--- src/rtl/div_pkg.sv ---
// Shared types and helpers for the iterative signed divider.
package div_pkg;

    localparam int DIV_N_DEFAULT = 32;

    typedef enum logic [1:0] {
        IDLE = 2'd0,
        CALC = 2'd1,
        FIX  = 2'd2,
        DONE = 2'd3
    } div_state_e;

    // Magnitude of a sign-extended two's complement value. |MIN| comes back as
    // 2^(N-1), which is exact once the caller truncates to N unsigned bits.
    function automatic logic [63:0] abs_n(input logic [63:0] v);
        return v[63] ? (~v + 64'd1) : v;
    endfunction

    // Apply a sign to a zero-extended magnitude; the caller keeps the low N bits.
    function automatic logic [63:0] sign_fix(input logic [63:0] mag, input logic neg);
        return neg ? (~mag + 64'd1) : mag;
    endfunction

endpackage

--- src/rtl/div_step.sv ---
// One restoring division step: shift in the next dividend bit, trial-subtract
// the divisor magnitude, keep the difference only if it did not go negative.
module div_step
    import div_pkg::*;
#(
    parameter int N = DIV_N_DEFAULT
) (
    input  logic [N:0]   rem_in,
    input  logic         bit_in,
    input  logic [N-1:0] dvs,
    output logic [N:0]   rem_out,
    output logic         q_bit
);

    logic [N+1:0] shifted;
    logic [N+1:0] trial;

    // Trial subtract; the top bit of the difference decides restore vs keep.
    always_comb begin
        shifted = {rem_in, bit_in};
        trial   = shifted - {2'b00, dvs};
        if (trial[N+1]) begin
            rem_out = shifted[N:0];
            q_bit   = 1'b0;
        end else begin
            rem_out = trial[N:0];
            q_bit   = 1'b1;
        end
    end

endmodule

--- src/rtl/seq_signed_divider.sv ---
// Iterative signed N-bit divider with start/done handshake. Quotient truncates
// toward zero; remainder carries the dividend's sign. Divide-by-zero and
// MIN/-1 bypass the iteration and are resolved in FIX.
module seq_signed_divider
    import div_pkg::*;
#(
    parameter int N = DIV_N_DEFAULT
) (
    input  logic         clk,
    input  logic         rst_n,
    input  logic         start,
    input  logic [N-1:0] dividend,
    input  logic [N-1:0] divisor,
    output logic         busy,
    output logic         done,
    output logic [N-1:0] quotient,
    output logic [N-1:0] remainder,
    output logic         div_by_zero,
    output logic         overflow
);

    localparam int CW = $clog2(N);

    div_state_e   state_q, state_d;
    logic [CW-1:0] cnt_q, cnt_d;
    logic [N:0]   rem_q, rem_d;       // partial remainder
    logic [N-1:0] dvd_q, dvd_d;       // |dividend|, shifts out MSB first, fills with quotient bits
    logic [N-1:0] dvs_q, dvs_d;       // |divisor|
    logic         sgn_dvd_q, sgn_dvd_d;
    logic         sgn_dvs_q, sgn_dvs_d;
    logic         spc_dz_q, spc_dz_d;
    logic         spc_ov_q, spc_ov_d;
    logic [N-1:0] quo_q, quo_d;
    logic [N-1:0] rmd_q, rmd_d;
    logic         dz_out_q, dz_out_d;
    logic         ov_out_q, ov_out_d;

    logic [N:0]   step_rem;
    logic         step_q;
    logic         in_dz;
    logic         in_ov;

    div_step #(.N(N)) u_step (
        .rem_in  (rem_q),
        .bit_in  (dvd_q[N-1]),
        .dvs     (dvs_q),
        .rem_out (step_rem),
        .q_bit   (step_q)
    );

    // Special-case detection on the live operands, used only when start is accepted.
    always_comb begin
        in_dz = (divisor == '0);
        in_ov = (dividend == {1'b1, {(N-1){1'b0}}}) && (divisor == '1);
    end

    // Next-state and datapath: capture, iterate, sign fix-up, done pulse.
    always_comb begin
        state_d   = state_q;
        cnt_d     = cnt_q;
        rem_d     = rem_q;
        dvd_d     = dvd_q;
        dvs_d     = dvs_q;
        sgn_dvd_d = sgn_dvd_q;
        sgn_dvs_d = sgn_dvs_q;
        spc_dz_d  = spc_dz_q;
        spc_ov_d  = spc_ov_q;
        quo_d     = quo_q;
        rmd_d     = rmd_q;
        dz_out_d  = dz_out_q;
        ov_out_d  = ov_out_q;
        unique case (state_q)
            IDLE: begin
                if (start) begin
                    dvd_d     = N'(abs_n(64'(signed'(dividend))));
                    dvs_d     = N'(abs_n(64'(signed'(divisor))));
                    sgn_dvd_d = dividend[N-1];
                    sgn_dvs_d = divisor[N-1];
                    spc_dz_d  = in_dz;
                    spc_ov_d  = in_ov;
                    rem_d     = '0;
                    cnt_d     = CW'(N - 1);
                    state_d   = (in_dz || in_ov) ? FIX : CALC;
                end
            end
            CALC: begin
                rem_d = step_rem;
                dvd_d = {dvd_q[N-2:0], step_q};
                if (cnt_q == '0) begin
                    state_d = FIX;
                end else begin
                    cnt_d = cnt_q - 1'b1;
                end
            end
            FIX: begin
                if (spc_dz_q) begin
                    // dvd_q still holds |dividend| because CALC was skipped.
                    quo_d    = '1;
                    rmd_d    = N'(sign_fix(64'(dvd_q), sgn_dvd_q));
                    dz_out_d = 1'b1;
                    ov_out_d = 1'b0;
                end else if (spc_ov_q) begin
                    quo_d    = {1'b1, {(N-1){1'b0}}};
                    rmd_d    = '0;
                    dz_out_d = 1'b0;
                    ov_out_d = 1'b1;
                end else begin
                    quo_d    = N'(sign_fix(64'(dvd_q), sgn_dvd_q ^ sgn_dvs_q));
                    rmd_d    = N'(sign_fix(64'(rem_q[N-1:0]), sgn_dvd_q));
                    dz_out_d = 1'b0;
                    ov_out_d = 1'b0;
                end
                state_d = DONE;
            end
            DONE: begin
                state_d = IDLE;
            end
            default: state_d = IDLE;
        endcase
    end

    // State and datapath registers; reset aborts any operation in flight.
    always_ff @(posedge clk or negedge rst_n) begin
        if (!rst_n) begin
            state_q   <= IDLE;
            cnt_q     <= '0;
            rem_q     <= '0;
            dvd_q     <= '0;
            dvs_q     <= '0;
            sgn_dvd_q <= 1'b0;
            sgn_dvs_q <= 1'b0;
            spc_dz_q  <= 1'b0;
            spc_ov_q  <= 1'b0;
            quo_q     <= '0;
            rmd_q     <= '0;
            dz_out_q  <= 1'b0;
            ov_out_q  <= 1'b0;
        end else begin
            state_q   <= state_d;
            cnt_q     <= cnt_d;
            rem_q     <= rem_d;
            dvd_q     <= dvd_d;
            dvs_q     <= dvs_d;
            sgn_dvd_q <= sgn_dvd_d;
            sgn_dvs_q <= sgn_dvs_d;
            spc_dz_q  <= spc_dz_d;
            spc_ov_q  <= spc_ov_d;
            quo_q     <= quo_d;
            rmd_q     <= rmd_d;
            dz_out_q  <= dz_out_d;
            ov_out_q  <= ov_out_d;
        end
    end

    // Handshake outputs decode the state; results come only from FIX-written registers.
    always_comb begin
        busy        = (state_q != IDLE);
        done        = (state_q == DONE);
        quotient    = quo_q;
        remainder   = rmd_q;
        div_by_zero = dz_out_q;
        overflow    = ov_out_q;
    end

endmodule

--- config.mk ---
export PLATFORM = sky130hd
export DESIGN_NAME = seq_signed_divider
export DESIGN_NICKNAME = d
export VERILOG_FILES = /design/src/rtl/div_pkg.sv /design/src/rtl/div_step.sv /design/src/rtl/seq_signed_divider.sv
export SDC_FILE = /design/constraint.sdc
export NUM_CORES = 1
export LEC_CHECK = 0
export ABC_AREA = 1
export CAP_MARGIN = 20
export CORE_ASPECT_RATIO = 1.2
export CORE_MARGIN = 5
export CORE_UTILIZATION = 55
export DETAILED_ROUTE_END_ITERATION = 7
export DONT_BUFFER_PORTS = 1
export GPL_TIMING_DRIVEN = 0
export PLACE_DENSITY = 0.7
export SLEW_MARGIN = 30
export SYNTH_ARGS = -nofsm -noshare
export SYNTH_HDL_FRONTEND = slang
export SYNTH_SLANG_ARGS = --single-unit
export TNS_END_PERCENT = 1
--- constraint.sdc ---
create_clock -name clk -period 2.2 [get_ports clk]
set_clock_uncertainty 0.15 [all_clocks]
set_input_delay 0.55 -clock clk [delete_from_list [all_inputs] [get_ports clk]]
set_output_delay 0.55 -clock clk [all_outputs]
set_load 0.05 [all_outputs]
[Yosys cells after proc, flatten, opt, wreduce, memory -nomap -nowiden]
Index checks and enable logic that the tools add are counted.
Storage, ports and cells
  bits in registers: 174
  input port bits: 67
  output and inout port bits: 68
  logic and storage cells: 68
Operators by class
  $add $sub $neg: 6
  equal/unequal tests: 8
  multiplexer cells: 25
  bitwise logic cells: 5
  reductions and logical operators: 11
Operators with widths (count)
  $mux 32: 10
  $add 32x1->32 const B: 4
  $not 32->32: 4
  $mux 33: 2
  $pmux 33 s2: 1
  $eq 32x32->1 const B: 2
  $pmux 32 s2: 1
  $sub 34x32->34: 1
  $logic_not 32->1: 1
  $mux 5: 2
  $pmux 5 s2: 1
  $pmux 2 s4: 1
  $mux 2: 3
  $ne 2x2->1 const B: 3
  $reduce_and 2->1: 3
  $logic_not 5->1: 1
  $sub 5x1->5 const B: 1
  $eq 2x2->1 const B: 2
  $mux 1: 4
  $reduce_bool 2->1: 2
  $reduce_and 3->1: 1
  $eq 2x1->1 const B: 1
  $logic_not 2->1: 1
  $logic_and 1x1->1: 1
  other kinds (2): 2

[Logic depth before layout (Yosys ltp)]
Gate-level depths: netlist (run 1).
  depth in word-level cells: 6
  depth in mapped cells: 18
  gate-level depth less buffers: 17

[Cells and area by module]
A second synthesis (run 1) with hierarchy kept.
Unflattened totals
  cells, all modules: 2448
  area, all modules: 15138.3 sq um
Modules (own cells, without submodules)
  seq_signed_divider: times used 1, cells an instance 1727, area each 11693.7 sq um, sequential area each 4354.2 sq um
  div_step: times used 1, cells an instance 721, area each 3444.6 sq um, sequential area each 0.0 sq um

[Worst setup path before layout (run 1)]
No wires, ideal clock.
  path type: reg2reg
  start point: register rem_q[19]
  end point: register rem_q[18]
  setup time: 117 ps
  arrival: 1925 ps
  setup slack: 8 ps
  cell stages (with the launch flop): 15
  path through: dfrtp_1 > ha_1 > nand2_1 > inv_2 > nand2_1 > nand2_1 > a21oi_2 > nor2_4 > nor2_8 > nand2_8 > nand2_4 > buf_6 > nand3_2 > nand3_1 > nand2_1
Between the ends
  cells in the longest elaborated chain, start to end: 3
RTL lines
  start, declared: RTL line seq_signed_divider.sv:26  | logic [N:0] rem_q, rem_d;
  start signal, assigned: RTL line seq_signed_divider.sv:141  | rem_q <= rem_d;
  $sub 34x32->34: RTL line div_step.sv:21  | trial = shifted - {2'b00, dvs};
  $mux 33: RTL line div_step.sv:22  | if (trial[N+1]) begin
  $pmux 33 s2: RTL line seq_signed_divider.sv:72  | unique case (state_q)
No other way between the ends.
A chain may end at the register's enable or synchronous reset.

[Final worst setup path (run 1)]
  start point: register rem_q[5]
  end point: register rem_q[12]
Same word-level chain as after synthesis.

==> flow_summary_export.csv, run 1 <==
group,metric,value,unit
clocking,clockBufferDepth,2,
critical_path,cp-start-kind,"register",
synth,synthArstFlopShare,1.000,
power,p_leak,8.440,nW
clocking,htreeDepth,4,
final_layout,drive_above_1_share,0.1789,
synth,yosys_most_used_dff,"dfrtp_1",
clocking,cts_tree,"done",
critical_path,critPathKind,"register to register",
sta,post-route-period-util,1.098,
global_routing,grt_max_degree,175,
critical_path,slowest_stage,"dfrtp_2",
power,power.density,1910,mW/mm2
synth,synth_top_area_share,0.2940,
global_routing,grt_pass1_wl,87500,um
place,portBuffers,0,
routing,viasPerCell,6.034,
global_routing,antenna_found_initial,1,
synth,yosys_warnings,0,
sta,rsz0062_at_grt,"yes",
critical_path,worstPathArrival,2620,ps
power,pwr-share-comb,0.649,
sta,finalHoldViolCount,174,
floorplan,dieArea,0.03033,mm2
power,seq_power_share,0.259,
status,violations,"hold timing, setup timing",
synth,synth_area,0.01481,mm2
critical_path,cp_max_fo,10,
floorplan,num_rows,65,
critical_path,crit_path_end_kind,"register",
critical_path,cp_num_buf_inv,2,
routing,drc_errors,0,
synth,synth_edf_count,0,
sta,fin_crit,2417,ps
routing,wl_per_cell,21.35,um
place,post-place-ws,-719.6,ps
final_layout,nets,2514,
floorplan,initial_core_util,0.5604,
sta,whs,-360.7,ps
floorplan,core_area,0.02643,mm2
synth,yosysTopAreaCell,"dfrtp_1",
worst_hold_path,hp-class,"primary input to async pin",
routing,antenna_violating_nets_post_route,0,
status,outcome,"finished with violations",
power,swShare,0.5825,
sta,max_slew.worst_pin.slew,805.9,ps
synth,syn-num-nets,2438,
critical_path,path_common_cell,"nand2_2",
global_routing,grt_pass1_vias,16010,
routing,drt_iter0_drc,1573,
place,place.gp.congestion,1.013,
sta,setup_slack,-216.5,ps
sta,setup_viol,53,
floorplan,ios,135,
clocking,path_clk_slew,80,ps
synth,synth_area_leaders,"dfrtp_1 29%, nand2_1 17%, inv_1 7.3%",
synth,seq_area_frac_synth,0.2940,
global_routing,grt_overflow,0,
clocking,clkLatencyLatePin,460,ps
sta,maxSlewViolCount,0,
critical_path,reg2reg_setup_slack,-220,ps
sta,slew_headroom,0.4627,
clocking,root_buffer,"clkbuf_16",
sta,fmax,0.4138,GHz
clocking,numCtsBuffers,17,
power,power.ir.vdd_worst,0.001112,V
global_routing,grtUsageTotal,0.3691,
synth,synth_area_per_cell,6.368,um2
routing,drt-total-wl,58750,um
final_layout,layout_commonest_cell,"nand2_1",
critical_path,crit_family,"simple AND/OR/NAND/NOR gates",
final_layout,syn2layout_area_growth,17.79,%
routing,vias,16600,
power,p_int,13.91,mW
clocking,cts_sinks,174,
power,p_switching,19.41,mW
critical_path,cp.required,2400,ps
critical_path,cpPeakStageDelay,460,ps
synth,yosysUniqueCellTypes,45,
place,dp_hpwl,44680,um
synth,yosys_register_bits,174,
routing,firstDrtPassIters,7,
power,power,33.32,mW
floorplan,die_h,189.8,um
floorplan,die_w,159.8,um
flow_run,drv_cap,0,
final_layout,mostFrequentLayoutCells,"635 x nand2_1, 255 x inv_1, 177 x nand3_1",
critical_path,cp_cell_sequence,"ha_4 > nand2_1 > nand2_2 > nand2_2 > nand2_2 > inv_2 > nand3_4 > nand2_4 > nand2_4 > nand2_8 > nand3_4 > buf_8 > nand3_1 > nand3_1 > nand2_1",
synth,netlist_instances,2326,
power,clkPwrFrac,0.093,
cell families (layout without fill, tap and decap cells):
kind of cell | after synthesis | in the layout | synth area share
AO/OA/AOI/OAI | 398 | 398 | 0.1467
XOR/XNOR | 59 | 59 | 0.03489
adder cells (fa/ha/maj) | 45 | 45 | 0.03852
buffers and inverters | 403 | 492 | 0.1087
flip-flops | 174 | 174 | 0.2940
other | 0 | 1 | 0
AND/OR/NAND/NOR | 1247 | 1247 | 0.3772
synthesized netlist by cell type, types with 23 or more instances:
library cell  number
a21oi_1          151
xor2_1            42
dfrtp_1          174
o211ai_1          48
ha_1              44
nor3_1            34
inv_2             23
nor2_1           191
nand4_1           42
nand3_2           32
o21ai_0          150
clkbuf_1          66
nand2_1          679
nand3_1          196
inv_1            288
metrics by stage:
| stage | utilization | setup TNS [ps] | hold WS (ps) | instance area, um2 | instances |
|---|---|---|---|---|---|
| floorplan | - | 0 | 104.4 | 14810 | 2326 |
| global placement | 0.5762 | -32650 | 113.2 | 15230 | 2661 |
| CTS | 0.6319 | -4375 | -360.8 | 16700 | 2716 |
| detailed placement | 0.5762 | -37140 | 114.4 | 15230 | 2661 |
| finish | 0.6601 | -5902 | -360.7 | 17450 | 2751 |
| global route | 0.6600 | -10310 | -363.4 | 17440 | 2750 |
worst paths after layout:
check                                 start         to  cells after the start
worst min register to register     dvs_q[7]   dvs_q[7]                      2
worst max-delay path               rem_q[5]  rem_q[12]                     15
worst max register to register     rem_q[5]  rem_q[12]                     15
min in group clk                divisor[14]  dvs_q[14]                      2
max in group asynchronous             rst_n   dvs_q[4]                      0
worst min-delay path                  rst_n   dvd_q[6]                      0
per-layer routing:
layer  track usage  vias to the layer above  wire length [um]
li1              -                     7716                 -
met1        0.3937                     7659             20170
met2        0.6540                      906             28730
met3       0.06349                      319              4379
met4        0.2764                        0              5468
met5             0                        -                 0
repair_timing:
item	4_1_cts	5_1_grt
buffers inserted	22	30
pin swaps	16	38
gates cloned	1	4
setup endpoints to repair	131	137
hold endpoints to repair	174	174
resized for setup	172	133
sequential cells by signal, indices dropped and copies added (netlist names):
register and cells:
rem_q 33, cnt_q 5, dvs_q 32, spc_dz_q 1
remainder 32, overflow 1, sgn_dvs_q 1, dvd_q 32
state_q 2, sgn_dvd_q 1, spc_ov_q 1, quotient 32
div_by_zero 1
final cells by class:
type,count,area (um2)
multi-input cells,1749,9781
fillers,2387,8985
flip-flops and latches,174,4397
inverters,314,1201
plain buffers,89,535.5
repair buffers,57,521.8
clock buffers,17,425.4
well taps,335,419.2
clock inverters,15,163.9
diodes,1,2.502
power by group through the flow:
stage	clock network (mW)	registers (mW)	logic, mW
after floorplan	0	7.74	12.8
after global placement	0	8.43	17.1
after detailed placement	0	8.47	17.4
after CTS	3.07	8.50	19.2
after global routing	3.24	8.72	23.4
final	3.08	8.62	21.6
(Power assumes the default switching activity.)
==> run 2, diff against run 1 <==
--- a/config.mk
+++ b/config.mk
@@ -13,7 +13,7 @@
 export DETAILED_ROUTE_END_ITERATION = 7
 export DONT_BUFFER_PORTS = 1
 export GPL_TIMING_DRIVEN = 0
-export PLACE_DENSITY = 0.7
+export PLACE_DENSITY = 0.79
 export SLEW_MARGIN = 30
 export SYNTH_ARGS = -nofsm -noshare
 export SYNTH_HDL_FRONTEND = slang
==> flow_summary_export.csv, run 2 (synthesis gave the netlist of run 1 again) <==
group,metric,value,unit
sta,fin_crit,2448,ps
clocking,clockBufferDepth,2,
final_layout,final_cell_count_no_fill,2774,
final_layout,drive_above_1_share,0.2046,
routing,antenna_violating_nets_post_route,0,
floorplan,ios,135,
global_routing,antenna_found_initial,0,
power,p_leak,8.566,nW
clocking,cts_sinks,174,
routing,drt_iter0_drc,1676,
floorplan,core_area,0.02643,mm2
global_routing,grt_pass1_wl,88760,um
sta,setup_viol,50,
global_routing,grt_pass1_vias,15940,
routing,firstDrtPassIters,8,
floorplan,dieArea,0.03033,mm2
sta,slew_headroom,0.4772,
final_layout,antenna_cells,0,
global_routing,grt_overflow,0,
final_layout,syn2layout_area_growth,20.17,%
worst_hold_path,hp-class,"primary input to async pin",
status,violations,"DRC, hold timing, setup timing",
routing,wl_per_cell,21.79,um
floorplan,die_h,189.8,um
critical_path,cp.required,2400,ps
sta,finalHoldViolCount,174,
status,outcome,"finished with violations",
clocking,cts_tree,"done",
sta,setup_slack,-248.2,ps
place,portBuffers,0,
clocking,root_buffer,"clkbuf_16",
final_layout,nets,2538,
sta,max_slew.worst_pin.slew,784.2,ps
routing,wl_met2,29100,um
routing,viasPerCell,6.104,
routing,drt-total-wl,60450,um
power,power.density,1937,mW/mm2
floorplan,initial_core_util,0.5604,
flow_run,drv_cap,0,
sta,post-route-period-util,1.113,
routing,vias,16930,
global_routing,grt_max_degree,175,
routing,wl_met1,21300,um
global_routing,grtUsageTotal,0.3739,
sta,fin_tns_setup,-7131,ps
sta,fmax,0.4085,GHz
sta,whs,-366.1,ps
critical_path,cp_max_fo,7,
final_layout,fin_area,0.01780,mm2
routing,drc_errors,4,
final_layout,layout_commonest_cell,"nand2_1",
final_layout,largest_reg_flops,33,
sta,rsz0062_at_grt,"yes",
critical_path,cp-start-kind,"register",
clocking,clkLatencyLatePin,460,ps
floorplan,num_rows,65,
place,dp.cells,2661,
place,dp_hpwl,44880,um
critical_path,critPathKind,"register to register",
sta,maxSlewViolCount,0,
critical_path,crit_path_end_kind,"register",
floorplan,die_w,159.8,um
final_layout,regMostFlops,"rem_q",
clocking,htreeDepth,4,
place,place.gp.congestion,1.040,
critical_path,worstPathArrival,2650,ps
routing,top_layer,"met4",
place,post-place-ws,-650.4,ps
final_layout,fillCellCount,2284,
clocking,path_clk_slew,80,ps
routing,wl_met3,4527,um
place,place_area,0.01523,mm2
clocking,numCtsBuffers,17,
final_layout,mostFrequentLayoutCells,"621 x nand2_1, 246 x inv_1, 174 x nor2_1",
final_layout,fin_util,0.6734,
power,power.ir.vdd_worst,0.001033,V
run 2: cell types whose count changed in the layout (fill, tap and decap cells not counted), sizes merged:
cell,change
diode,-1
clkbuf,-3
inv,+1
buf,+26
clkinv,-2
clkinvlp,+1
nand2,+1
run 2: per-stage QoR:
step           power (mW)  hold slack [ps]
6_report            34.48           -366.1
5_1_grt             36.44           -376.0
4_1_cts             30.98           -365.8
3_5_place_dp        25.84            108.9
3_3_place_gp        25.49            108.3
2_1_floorplan       20.53            104.4
run 2: area by class of cell:
cell class                      instances  area, um2  share of cell area
Buffer                                 88      520.5             0.02924
Clock buffer                           17      425.4             0.02390
Clock inverter                         15      147.6            0.008295
Inverter                              314       1200             0.06741
Multi-Input combinational cell       1750      10020              0.5627
Sequential cell                       174       4397              0.2470
Tap cell                              335      419.2             0.02355
Timing Repair Buffer                   81      674.4             0.03789
run 2: worst max-delay path, cell delays in order (launching register included):
cell	delay, ps
dfrtp_1	400
inv_2	90
ha_4	230
nand2_2	80
nand2_2	90
inv_2	70
nand2_1	60
nand2_2	70
nand3_4	140
nand2_4	130
nand2_4	80
nand2_8	100
nand2_8	100
nand2_8	140
clkbuf_16	200
nand3_4	70
nand3_2	80
nand2_1	50
run 2: path summary, 6_finish.rpt:
path,from,depth (start not counted),slack (ps),endpoint
setup / recovery,dvs_q[4],17,-250,rem_q[3]
hold / removal,rst_n,0,-370,dvd_q[7]
min in group clk,divisor[14],2,90,dvs_q[14]
setup reg to reg,dvs_q[4],17,-250,rem_q[3]
hold reg to reg,dvs_q[17],2,350,dvs_q[17]
max in group asynchronous,rst_n,0,2060,rem_q[21]
run 2: report_power, final:
| group | leakage [nW] | switching, mW | total (mW) | internal [mW] |
|---|---|---|---|---|
| Clock | 0.273 | 1.55 | 3.06 | 1.51 |
| Sequential | 2.09 | 3.90 | 8.62 | 4.72 |
| Combinational | 6.20 | 14.6 | 22.8 | 8.17 |
| Total | 8.57 | 20.1 | 34.5 | 14.4 |
run 2: metal layers:
metal | track usage | vias to the layer above
li1 | - | 7774
met1 | 0.4112 | 7897
met2 | 0.6471 | 962
met3 | 0.05937 | 299
met4 | 0.2890 | 0
met5 | 0 | -
run 2: what timing repair did:
| item | in CTS | in global routing |
|---|---|---|
| gates cloned | 4 | 3 |
| buffers inserted | 22 | 53 |
| gates resized for setup | 173 | 187 |
| hold endpoints to repair | 174 | 174 |
| setup endpoints to repair | 133 | 107 |
| pin swaps | 21 | 64 |
==> run 3, diff against run 2 <==
--- a/config.mk
+++ b/config.mk
@@ -8,7 +8,7 @@
 export ABC_AREA = 1
 export CAP_MARGIN = 20
 export CORE_ASPECT_RATIO = 1.2
-export CORE_MARGIN = 5
+export CORE_MARGIN = 2
 export CORE_UTILIZATION = 55
 export DETAILED_ROUTE_END_ITERATION = 7
 export DONT_BUFFER_PORTS = 1
==> flow_summary_export.csv, run 3 (synthesis gave the netlist of run 1 again) <==
group,metric,value,unit
power,p_leak,8.471,nW
sta,rsz0062_at_grt,"yes",
power,swShare,0.5783,
power,seq_power_share,0.255,
sta,whs,-367.9,ps
critical_path,cp_max_fo,7,
routing,drt-total-wl,60290,um
critical_path,critPathKind,"register to register",
power,p_switching,19.67,mW
power,clkPwrFrac,0.099,
critical_path,cp_num_buf_inv,3,
clocking,cts_tree,"done",
critical_path,worstPathArrival,2650,ps
routing,wl_per_cell,21.92,um
clocking,clockBufferDepth,2,
sta,post-route-period-util,1.117,
sta,finalHoldViolCount,174,
global_routing,grtUsageTotal,0.4126,
global_routing,grt_overflow,0,
critical_path,cp-start-kind,"register",
power,p_int,14.34,mW
final_layout,nets,2514,
floorplan,num_rows,65,
floorplan,dieArea,0.02826,mm2
power,pwr-share-comb,0.646,
critical_path,cp.required,2400,ps
clocking,cts_sinks,174,
critical_path,crit_path_end_kind,"register",
global_routing,antenna_found_initial,0,
sta,max_slew.worst_pin.slew,732.4,ps
power,power.ir.vdd_worst,0.0009672,V
sta,fmax,0.4071,GHz
final_layout,multiInputGateArea,0.009826,mm2
sta,slew_headroom,0.5117,
final_layout,largest_reg_flops,33,
critical_path,cpPeakStageDelay,430,ps
clocking,clkLatencyLatePin,470,ps
sta,maxSlewViolCount,0,
floorplan,initial_core_util,0.5604,
critical_path,slowest_stage,"dfrtp_1",
power,power.density,1938,mW/mm2
flow_run,drv_cap,0,
final_layout,drive_above_1_share,0.1760,
place,post-place-ws,-678.5,ps
final_layout,regMostFlops,"rem_q",
global_routing,grt_pass1_vias,15960,
global_routing,grt_pass1_wl,89150,um
place,portBuffers,0,
routing,drt_iter0_drc,1585,
sta,fin_crit,2456,ps
clocking,root_buffer,"clkbuf_16",
final_layout,fillCellCount,2310,
floorplan,ios,135,
worst_hold_path,hp-class,"primary input to async pin",
status,outcome,"finished with violations",
routing,drc_errors,0,
place,place.gp.congestion,1.051,
clocking,numCtsBuffers,17,
clocking,path_clk_slew,80,ps
final_layout,layout_commonest_cell,"nand2_1",
place,dp_hpwl,44770,um
routing,viasPerCell,6.079,
routing,vias,16720,
routing,antenna_violating_nets_post_route,0,
final_layout,fin_util,0.6637,
routing,firstDrtPassIters,7,
status,violations,"hold timing, setup timing",
floorplan,core_area,0.02643,mm2
place,place_area,0.01523,mm2
final_layout,fin_area,0.01754,mm2
sta,setup_slack,-256.5,ps
final_layout,mostFrequentLayoutCells,"648 x nand2_1, 250 x inv_1, 180 x nand3_1",
critical_path,cp_cell_sequence,"inv_2 > ha_4 > buf_6 > nand2_4 > nand2_2 > nand2_2 > nand2_2 > nand2_2 > nand3_4 > nand2_4 > nand2_4 > nand2_8 > nand2_8 > nand2_8 > buf_8 > nand3_1 > nand3_1 > nand2_1",
critical_path,crit_family,"simple AND/OR/NAND/NOR gates",
floorplan,die_h,183.8,um
global_routing,grt_max_degree,175,
clocking,htreeDepth,4,
final_layout,syn2layout_area_growth,18.43,%
final_layout,antenna_cells,0,
floorplan,die_w,153.8,um
critical_path,path_common_cell,"nand2_2",
sta,setup_viol,47,
final_layout,seqCellArea,0.004395,mm2
run 3: cell types whose count changed in the layout (fill, tap and decap cells not counted), sizes merged:
| cell | previous run | this run |
|---|---|---|
| clkinvlp | 4 | 1 |
| bufinv | 0 | 3 |
| buf | 104 | 76 |
| inv | 318 | 314 |
| clkbuf | 82 | 88 |
| clkinv | 7 | 9 |
run 3: worst register-to-register path, delay by kind of cell, from the launching register on:
kind / cells / cell delay (ps)
flops: 1 / 430
fa+ha+maj: 1 / 190
simple gates: 14 / 1210
buf+inv: 3 / 370
run 3: worst paths after layout:
check / slack (ps) / end / startpoint / cells past startpoint
min in group clk: 80 / dvs_q[14] / divisor[14] / 2
min: -370 / dvd_q[4] / rst_n / 0
max: -260 / rem_q[10] / dvs_q[2] / 18
min reg2reg: 350 / dvs_q[16] / dvs_q[16] / 2
max reg2reg: -260 / rem_q[10] / dvs_q[2] / 18
max in group asynchronous: 2040 / rem_q[22] / rst_n / 0
run 3: cell type report:
cell class                 count  area share
timing repair buffer          57     0.03138
inverter                     314     0.06847
tap                          335     0.02389
clock inverter                13     0.01020
sequential                   174      0.2506
clock buffer                  19     0.02582
multi-input combinational   1750      0.5601
buffer                        88     0.02953
run 3: power groups by stage:
stage	combinational (mW)	clock [mW]	sequential (mW)
finish	22.0	3.38	8.68
global route	23.8	3.46	8.76
floorplan	12.8	0	7.74
CTS	19.1	3.33	8.52
global placement	17.1	0	8.44
detailed placement	17.4	0	8.48
run 3: layer usage:
layer	track usage	part of all wire
met3	0.07072	0.068
met4	0.3174	0.098
met5	0	0
met2	0.7213	0.48
met1	0.4465	0.35
run 3: through the flow:
stage	power, mW	instances	setup TNS [ps]
final	34.00	2750	-7665
after global routing	36.01	2750	-13550
after CTS	31.00	2711	-4993
after detailed placement	25.85	2661	-39520
after global placement	25.53	2661	-34650
after floorplan	20.53	2326	0
run 3: timing repair:
| action | CTS | global route |
|---|---|---|
| endpoints found under the setup margin | 133 | 128 |
| setup buffers | 18 | 32 |
| cloned | 1 | 7 |
| hold endpoints to repair | 174 | 174 |
| gates resized for setup | 155 | 150 |
| pin swaps | 22 | 32 |
